$ cat config.mk
export PLATFORM = sky130hd
export DESIGN_NAME = axi_burst_master
export DESIGN_NICKNAME = d
export VERILOG_FILES = /design/src/rtl/axi_burst_master_pkg.sv /design/src/rtl/axi_burst_pattern_gen.sv /design/src/rtl/axi_burst_master.sv
export SDC_FILE = /design/constraint.sdc
export NUM_CORES = 1
export LEC_CHECK = 0
export CORE_AREA = 2 2 189 191
export CTS_BUF_LIST = sky130_fd_sc_hd__clkbuf_16
export CTS_CLUSTER_SIZE = 40
export DETAILED_ROUTE_END_ITERATION = 10
export DIE_AREA = 0 0 191 193
export MAX_ROUTING_LAYER = met4
export PLACE_DENSITY = 0.72
export RECOVER_POWER = 25
export SLEW_MARGIN = 20
export SYNTH_ARGS = -nofsm -noshare
export SYNTH_HDL_FRONTEND = slang
export SYNTH_SLANG_ARGS = --single-unit
$ cat constraint.sdc
create_clock -name ACLK -period 9.85 [get_ports ACLK]
set_input_delay 1.4775 -clock ACLK [delete_from_list [all_inputs] [get_ports ACLK]]
set_output_delay 1.4775 -clock ACLK [all_outputs]
set_load 0.1 [all_outputs]
$ cat src/rtl/axi_burst_master_pkg.sv
// Shared types and constants for the AXI3 burst master: FSM states, burst/response
// codes, status-error bit positions and the worst-response helper.
package axi_burst_master_pkg;

    typedef enum logic [2:0] {
        ST_IDLE,
        ST_WR,
        ST_WR_RESP,
        ST_RD_ADDR,
        ST_RD_DATA,
        ST_DONE
    } state_t;

    localparam logic [1:0] BURST_INCR  = 2'b01;
    localparam logic [1:0] RESP_OKAY   = 2'b00;
    localparam logic [1:0] RESP_SLVERR = 2'b10;
    localparam logic [1:0] RESP_DECERR = 2'b11;

    localparam int ERR_DATA    = 0;
    localparam int ERR_LAST    = 1;
    localparam int ERR_ID      = 2;
    localparam int ERR_TIMEOUT = 3;

    function automatic logic [1:0] resp_worst(input logic [1:0] a, input logic [1:0] b);
        return (a > b) ? a : b;
    endfunction

endpackage

$ cat src/rtl/axi_burst_pattern_gen.sv
// Combinational test pattern: the 32-bit word (seed + beat) replicated across the bus.
module axi_burst_pattern_gen #(
    parameter int AXI_DWIDTH = 64
) (
    input  logic [31:0]           seed,
    input  logic [3:0]            beat,
    output logic [AXI_DWIDTH-1:0] data
);
    logic [31:0] word;

    assign word = seed + {28'd0, beat};

    generate
        for (genvar gi = 0; gi < AXI_DWIDTH / 32; gi++) begin : g_copy
            assign data[gi*32 +: 32] = word;
        end
    endgenerate

endmodule

$ cat src/rtl/axi_burst_master.sv
// Single-outstanding AXI3 burst master: writes a seeded pattern or reads and checks it,
// then pulses a status word with the worst response and sticky error flags.
module axi_burst_master
    import axi_burst_master_pkg::*;
#(
    parameter int AXI_DWIDTH     = 64,
    parameter int ID_WIDTH       = 4,
    parameter int TIMEOUT_CYCLES = 256
) (
    input  logic                    ACLK,
    input  logic                    ARESETN,
    input  logic                    CMD_VALID,
    output logic                    CMD_READY,
    input  logic                    CMD_WRITE,
    input  logic [31:0]             CMD_ADDR,
    input  logic [3:0]              CMD_LEN,
    input  logic [ID_WIDTH-1:0]     CMD_ID,
    input  logic [31:0]             CMD_SEED,
    output logic [ID_WIDTH-1:0]     AWID,
    output logic [31:0]             AWADDR,
    output logic [3:0]              AWLEN,
    output logic [2:0]              AWSIZE,
    output logic [1:0]              AWBURST,
    output logic [1:0]              AWLOCK,
    output logic [3:0]              AWCACHE,
    output logic [2:0]              AWPROT,
    output logic                    AWVALID,
    input  logic                    AWREADY,
    output logic [ID_WIDTH-1:0]     WID,
    output logic [AXI_DWIDTH-1:0]   WDATA,
    output logic [AXI_DWIDTH/8-1:0] WSTRB,
    output logic                    WLAST,
    output logic                    WVALID,
    input  logic                    WREADY,
    input  logic [ID_WIDTH-1:0]     BID,
    input  logic [1:0]              BRESP,
    input  logic                    BVALID,
    output logic                    BREADY,
    output logic [ID_WIDTH-1:0]     ARID,
    output logic [31:0]             ARADDR,
    output logic [3:0]              ARLEN,
    output logic [2:0]              ARSIZE,
    output logic [1:0]              ARBURST,
    output logic [1:0]              ARLOCK,
    output logic [3:0]              ARCACHE,
    output logic [2:0]              ARPROT,
    output logic                    ARVALID,
    input  logic                    ARREADY,
    input  logic [ID_WIDTH-1:0]     RID,
    input  logic [AXI_DWIDTH-1:0]   RDATA,
    input  logic [1:0]              RRESP,
    input  logic                    RLAST,
    input  logic                    RVALID,
    output logic                    RREADY,
    output logic                    STS_VALID,
    output logic [1:0]              STS_RESP,
    output logic [3:0]              STS_ERR
);
    localparam int          STRB_W    = AXI_DWIDTH / 8;
    localparam logic [2:0]  AX_SIZE   = 3'($clog2(STRB_W));
    localparam logic [31:0] ADDR_MASK = ~(32'(STRB_W) - 32'd1);
    localparam int          TW        = (TIMEOUT_CYCLES < 2) ? 1 : $clog2(TIMEOUT_CYCLES + 1);
    localparam logic [TW-1:0] TO_LIM  = TW'((TIMEOUT_CYCLES > 0) ? TIMEOUT_CYCLES - 1 : 0);

    state_t              state_reg;
    logic [3:0]          len_reg, w_beat_reg, r_beat_reg;
    logic [ID_WIDTH-1:0] id_reg;
    logic [31:0]         seed_reg;
    logic                aw_done_reg, w_done_reg;
    logic [3:0]          err_reg;
    logic [1:0]          resp_reg;
    logic [TW-1:0]       timer_reg;

    assign AWLOCK  = 2'b00;
    assign AWCACHE = 4'b0000;
    assign AWPROT  = 3'b000;
    assign ARLOCK  = 2'b00;
    assign ARCACHE = 4'b0000;
    assign ARPROT  = 3'b000;

    logic accept, aw_hs, w_hs, b_hs, ar_hs, r_hs, any_hs, waiting, timeout_hit;
    assign accept  = (state_reg == ST_IDLE) && CMD_READY && CMD_VALID;
    assign aw_hs   = AWVALID && AWREADY;
    assign w_hs    = WVALID && WREADY;
    assign b_hs    = BVALID && BREADY;
    assign ar_hs   = ARVALID && ARREADY;
    assign r_hs    = RVALID && RREADY;
    assign any_hs  = aw_hs || w_hs || b_hs || ar_hs || r_hs;
    assign waiting = (state_reg == ST_WR) || (state_reg == ST_WR_RESP) ||
                     (state_reg == ST_RD_ADDR) || (state_reg == ST_RD_DATA);
    assign timeout_hit = (TIMEOUT_CYCLES != 0) && waiting && !any_hs && (timer_reg >= TO_LIM);

    // In IDLE the generator prepares beat 0 of the incoming command; afterwards the next beat.
    logic [31:0]           gw_seed;
    logic [3:0]            gw_beat;
    logic [AXI_DWIDTH-1:0] gw_data, gr_data;
    assign gw_seed = (state_reg == ST_IDLE) ? CMD_SEED : seed_reg;
    assign gw_beat = (state_reg == ST_IDLE) ? 4'd0 : w_beat_reg + 4'd1;

    axi_burst_pattern_gen #(.AXI_DWIDTH(AXI_DWIDTH)) u_gen_w (
        .seed(gw_seed), .beat(gw_beat), .data(gw_data)
    );
    axi_burst_pattern_gen #(.AXI_DWIDTH(AXI_DWIDTH)) u_gen_r (
        .seed(seed_reg), .beat(r_beat_reg), .data(gr_data)
    );

    logic [3:0] r_err, b_err;
    logic [1:0] r_resp, b_resp;
    logic       r_end;
    always_comb begin
        r_err           = err_reg;
        r_err[ERR_DATA] = err_reg[ERR_DATA] | (RDATA != gr_data);
        r_err[ERR_ID]   = err_reg[ERR_ID]   | (RID != id_reg);
        r_err[ERR_LAST] = err_reg[ERR_LAST] | (RLAST != (r_beat_reg == len_reg));
        b_err           = err_reg;
        b_err[ERR_ID]   = err_reg[ERR_ID]   | (BID != id_reg);
        r_resp          = resp_worst(resp_reg, RRESP);
        b_resp          = resp_worst(resp_reg, BRESP);
        r_end           = RLAST || (r_beat_reg == len_reg);
    end

    always_ff @(posedge ACLK or negedge ARESETN) begin
        if (!ARESETN) begin
            state_reg   <= ST_IDLE;
            CMD_READY   <= 1'b0;
            AWID <= '0; AWADDR <= '0; AWLEN <= '0; AWSIZE <= '0; AWBURST <= '0; AWVALID <= 1'b0;
            WID  <= '0; WDATA  <= '0; WSTRB <= '0; WLAST  <= 1'b0; WVALID  <= 1'b0;
            BREADY      <= 1'b0;
            ARID <= '0; ARADDR <= '0; ARLEN <= '0; ARSIZE <= '0; ARBURST <= '0; ARVALID <= 1'b0;
            RREADY      <= 1'b0;
            STS_VALID   <= 1'b0;
            STS_RESP    <= '0;
            STS_ERR     <= '0;
            len_reg     <= '0;
            w_beat_reg  <= '0;
            r_beat_reg  <= '0;
            id_reg      <= '0;
            seed_reg    <= '0;
            aw_done_reg <= 1'b0;
            w_done_reg  <= 1'b0;
            err_reg     <= '0;
            resp_reg    <= '0;
            timer_reg   <= '0;
        end else begin
            STS_VALID <= 1'b0;
            if (accept || any_hs)
                timer_reg <= TW'(1);
            else if (waiting)
                timer_reg <= timer_reg + 1'b1;

            if (timeout_hit) begin
                AWVALID              <= 1'b0;
                WVALID               <= 1'b0;
                BREADY               <= 1'b0;
                ARVALID              <= 1'b0;
                RREADY               <= 1'b0;
                err_reg[ERR_TIMEOUT] <= 1'b1;
                STS_VALID            <= 1'b1;
                STS_RESP             <= resp_reg;
                STS_ERR              <= err_reg | 4'b1000;
                state_reg            <= ST_DONE;
            end else begin
                case (state_reg)
                    ST_IDLE: begin
                        if (accept) begin
                            CMD_READY   <= 1'b0;
                            len_reg     <= CMD_LEN;
                            id_reg      <= CMD_ID;
                            seed_reg    <= CMD_SEED;
                            w_beat_reg  <= '0;
                            r_beat_reg  <= '0;
                            aw_done_reg <= 1'b0;
                            w_done_reg  <= 1'b0;
                            err_reg     <= '0;
                            resp_reg    <= RESP_OKAY;
                            if (CMD_WRITE) begin
                                AWID      <= CMD_ID;
                                AWADDR    <= CMD_ADDR & ADDR_MASK;
                                AWLEN     <= CMD_LEN;
                                AWSIZE    <= AX_SIZE;
                                AWBURST   <= BURST_INCR;
                                AWVALID   <= 1'b1;
                                WID       <= CMD_ID;
                                WDATA     <= gw_data;
                                WSTRB     <= '1;
                                WLAST     <= (CMD_LEN == 4'd0);
                                WVALID    <= 1'b1;
                                state_reg <= ST_WR;
                            end else begin
                                ARID      <= CMD_ID;
                                ARADDR    <= CMD_ADDR & ADDR_MASK;
                                ARLEN     <= CMD_LEN;
                                ARSIZE    <= AX_SIZE;
                                ARBURST   <= BURST_INCR;
                                ARVALID   <= 1'b1;
                                state_reg <= ST_RD_ADDR;
                            end
                        end else begin
                            CMD_READY <= 1'b1;
                        end
                    end
                    ST_WR: begin
                        if (aw_hs) begin
                            AWVALID     <= 1'b0;
                            aw_done_reg <= 1'b1;
                        end
                        if (w_hs) begin
                            if (WLAST) begin
                                WVALID     <= 1'b0;
                                WLAST      <= 1'b0;
                                w_done_reg <= 1'b1;
                            end else begin
                                w_beat_reg <= w_beat_reg + 4'd1;
                                WDATA      <= gw_data;
                                WLAST      <= (w_beat_reg + 4'd1 == len_reg);
                            end
                        end
                        if ((aw_done_reg || aw_hs) && (w_done_reg || (w_hs && WLAST))) begin
                            BREADY    <= 1'b1;
                            state_reg <= ST_WR_RESP;
                        end
                    end
                    ST_WR_RESP: begin
                        if (b_hs) begin
                            BREADY    <= 1'b0;
                            err_reg   <= b_err;
                            resp_reg  <= b_resp;
                            STS_VALID <= 1'b1;
                            STS_RESP  <= b_resp;
                            STS_ERR   <= b_err;
                            state_reg <= ST_DONE;
                        end
                    end
                    ST_RD_ADDR: begin
                        if (ar_hs) begin
                            ARVALID   <= 1'b0;
                            RREADY    <= 1'b1;
                            state_reg <= ST_RD_DATA;
                        end
                    end
                    ST_RD_DATA: begin
                        if (r_hs) begin
                            r_beat_reg <= r_beat_reg + 4'd1;
                            err_reg    <= r_err;
                            resp_reg   <= r_resp;
                            if (r_end) begin
                                RREADY    <= 1'b0;
                                STS_VALID <= 1'b1;
                                STS_RESP  <= r_resp;
                                STS_ERR   <= r_err;
                                state_reg <= ST_DONE;
                            end
                        end
                    end
                    ST_DONE: begin
                        CMD_READY <= 1'b1;
                        state_reg <= ST_IDLE;
                    end
                    default: state_reg <= ST_IDLE;
                endcase
            end
        end
    end

endmodule

==> impl.org <==
** Status
- Outcome :: finished, violations left
- The checks that failed: max-capacitance violations, max-slew violations.

** Die
- In this run the count of I/O pins placed on the die edge is between 300 and 400.
- Die extent in x :: roughly 190 µm
- Die Span Y :: around 190 µm
- Row generation in the floorplan step produced 69 rows.
- Once the floorplan was initialized, standard cells occupied between 30% and 40% of the core.
- The total area inside the core boundary comes to 34960 µm².
- The floorplan step defined a die boundary enclosing 36860 µm².

** Clocking
- Clock tree from TritonCTS :: done
- CTS built an H-tree with a depth of 4.
- The tree built by TritonCTS fans out to 190 sinks.
- Root Buffer :: sky130_fd_sc_hd__clkbuf_16
- The number of gates resized after CTS was 0.
- In this run, CTS created clock tree buffers numbering 17.
- Number of hold buffers added after CTS :: 0
- Clock-pin slew on the worst setup and hold paths :: 0.07 ns
- Clock insertion delay at the later pin of the skew report :: ~0.45 ns
- Buffer depth of the longest clock path :: 2
- Once the clock tree was built, the setup fixing pass inserted 0 buffers.

** Timing
- Setup violators final :: 0
- Min Tclk post-route :: ~4.5 ns
- Derived from the worst setup path, the maximum achievable clock frequency is ~220 MHz.
- Share of the clock period used by the worst path :: approximately 45%
- The worst pin sits at a relative slew slack of -32.16%.
- The number of hold violations in the final report is 0.
- For the pin with the worst max-slew slack, the measured transition is roughly 2.0 ns.
- Fin Clk Skew :: 0.01204 ns
- Setup repair after global routing left no endpoint under its margin.
- Max Slew Vio Count :: 38
- In the final timing run, aggregate negative setup slack is 0 ns.

** Synth
- Sequential fraction of the synthesis area :: about two fifths
- Number of flops mapped to enable cells by yosys :: 0
- Synthesis produced ~1300 cells.
- Largest cells by area after synthesis :: sky130_fd_sc_hd__dfrtp_1 42%, sky130_fd_sc_hd__mux2_2 7.8%, sky130_fd_sc_hd__nand2_1 7.2%, sky130_fd_sc_hd__buf_4 5.0%, sky130_fd_sc_hd__xnor2_1 4.2%
- The largest total area in the synthesized netlist belongs to sky130_fd_sc_hd__dfrtp_1.
- Synth Register Bits :: 190
- The synthesized netlist occupies a cell area of ~11000 µm².
- Avg Cell Area, Syn :: 9.107 µm²
- The top cell type by area accounts for 41.77% of the synthesized area.
- After synthesis, the netlist uses 71 different library cells.
- After synthesis, the share of flip-flops with an asynchronous set or reset is 100.0%.
- Top FF cell, synth :: sky130_fd_sc_hd__dfrtp_1
- Yosys synthesis warning count :: 0

** Global route
- Entering global routing, the biggest net connects roughly 130 pins.
- Antenna violations before repair :: 3
- Final global-route overflow total :: 0
- Vias in the first global route :: between 9000 and 10000
- Combined global-route utilization of all metal layers :: between 15 and 20%
- The first global-routing pass estimated approximately 54000 µm of wire.

** Final layout
- Final-layout fill cell count :: approximately 3400
- Summing all non-filler instances in the final layout gives an area of around 15000 µm².
- Commonest cells after routing, fill and taps aside :: 322 x sky130_fd_sc_hd__clkdlybuf4s50_1, 217 x sky130_fd_sc_hd__nand2_1, 190 x sky130_fd_sc_hd__dfrtp_1
- Fraction of final layout cells sized beyond drive strength 1 :: approximately a tenth
- Relative area change from synthesis to final layout :: 33.12%
- Commonest non-fill, non-tap cell in the layout :: sky130_fd_sc_hd__clkdlybuf4s50_1
- The final layout contains ~1700 nets.

** Run
- Across the run, the number of max-cap violations was 1.

** Worst setup path
- The slowest stage of the critical path is the sky130_fd_sc_hd__a21oi_1 cell.
- Endpoint class of the critical path :: register
- The startpoint identified for the worst register-to-register timing path is r_beat_reg[0].
- The endpoint identified for the worst register-to-register timing path is STS_ERR[0].
- Startpoint-to-endpoint class of the critical path :: register to register
- Together, buffers and inverters on the worst path number 1.
- Logic depth of the worst register-to-register path :: 12
- Startpoint types :: register
- Gate family responsible for the most delay along the worst path :: compound AO/OA/AOI/OAI gates
- Data required, critical path :: ~10 ns
- R2R setup slack :: around 5.4 ns
- The critical path goes through ha_1, inv_1, fa_1, nand2b_1, a21oi_1, a21boi_0, or4_1, a2111oi_0, nand3_1, nor4b_1, nand4_1, a31o_2.
- Of all nets on the critical path, the largest fanout is 8.
- Maximum single-stage delay on the critical path :: about 0.56 ns
- For the worst setup path, the data arrival time is between 4 and 5 ns.

** Detailed routing
- Number of nets with antenna violations after detailed routing :: 0
- Using the TritonRoute via totals, the vias-per-cell ratio works out to 5.011.
- In this run, the number of DRC markers left after iteration 0 of detailed routing was approximately 650.
- Wire length per cell :: 18.19 µm
- The first detailed-routing pass took 5 iterations.
- Total number of vias :: 9867
- Summed over all layers, the routed wires come to between 30000 and 40000 µm.
- Number of DRC violations after detailed routing :: 0

** Placed design
- The congestion estimate from routability-driven global placement came to 0.9114.
- DP HPWL :: 27330 µm
- Area after DPL :: 14570 µm²
- IO Port Bufs :: approximately 320

** Min path
- Worst hold path type :: register to register
- Hold Crit Endpoint :: err_reg[3]
- The worst hold path begins at err_reg[3].
- The worst hold path was traced through 2 stages.
-- cell type report --
type,instances,area (µm²),share of cell area (%)
repair buffers,332,3304,21.81
multi-input cells,927,5842,38.55
flip-flops and latches,190,4755,31.38
diodes,3,7.507,0.04954
well taps,461,576.8,3.806
clock buffers,17,425.4,2.807
inverters,24,90.09,0.5945
clock inverters,15,152.6,1.007
-- routing by layer --
| metal | GRT usage [%] | up-vias | routed length (µm) |
|---|---|---|---|
| met1 | 23.71 | 4719 | 14590 |
| met4 | 5.933 | 0 | 779 |
| met3 | 5.357 | 42 | 3084 |
| met5 | - | - | 0 |
| li1 | - | 4704 | - |
| met2 | 33.26 | 402 | 17370 |
-- cell families after synthesis --
| family | synth area share (%) |
|---|---|
| DFF | 41.77 |
| other | 0.03294 |
| muxes | 10.89 |
| adders and majority gates | 2.440 |
| xor gates and xnor gates | 6.771 |
| buffers and inverters | 8.002 |
| and+or+nand+nor | 19.81 |
| AOI/OAI and AO/OA | 10.29 |
-- metrics by stage --
| step | util, % | cells | setup WS [ns] | hold slack, ns |
|---|---|---|---|---|
| CTS | 43.32 | 1966 | 5.462 | 0.4953 |
| detailed placement | 41.67 | 1934 | 5.080 | 0.4782 |
| finish | 43.34 | 1969 | 5.394 | 0.4891 |
| global placement | 41.67 | 1934 | 5.052 | 0.4676 |
| global route | 43.34 | 1969 | 5.136 | 0.5230 |
| floorplan | - | 1277 | 5.500 | 0.4506 |
-- Yosys cell counts, drive strengths merged (4+ instances only) --
cell	count
a211oi	8
a21o	5
a21oi	38
a31oi	9
and2	11
and3	10
and4	4
buf	93
clkbuf	43
dfrtp	190
ha	19
inv	24
mux2	79
mux2i	35
nand2	218
nand2b	11
nand3	40
nand4	26
nor2	100
nor2b	6
nor3	22
nor3b	4
nor4	9
o211ai	4
o21ai	76
o22ai	7
o31ai	4
or2	7
or3	9
or4	4
xnor2	54
xor2	34
-- how the worst max path moves through the flow --
stage                             start    endpoint  depth (start not counted)  slack (ns)
after CTS                  state_reg[0]   WDATA[56]                         13        5.46
after global routing      r_beat_reg[0]  STS_ERR[0]                         12        5.14
after global placement         RDATA[0]  STS_ERR[0]                         10        5.05
after floorplan            state_reg[1]   WDATA[56]                         18        5.50
after detailed placement       RDATA[0]  STS_ERR[0]                         10        5.08
final                     r_beat_reg[0]  STS_ERR[0]                         12        5.39
-- worst register-to-register path, delay by kind of cell (launching register included) --
family	cells	cell delay [ns]
compound gates	4	1.70
simple gates	5	1.54
fa+ha+maj	2	0.61
flops	1	0.45
buf+inv	1	0.05
Power is left out: the tool's default activity adds up to more than one toggle a clock period on the data nets, which glitch-free logic cannot reach.
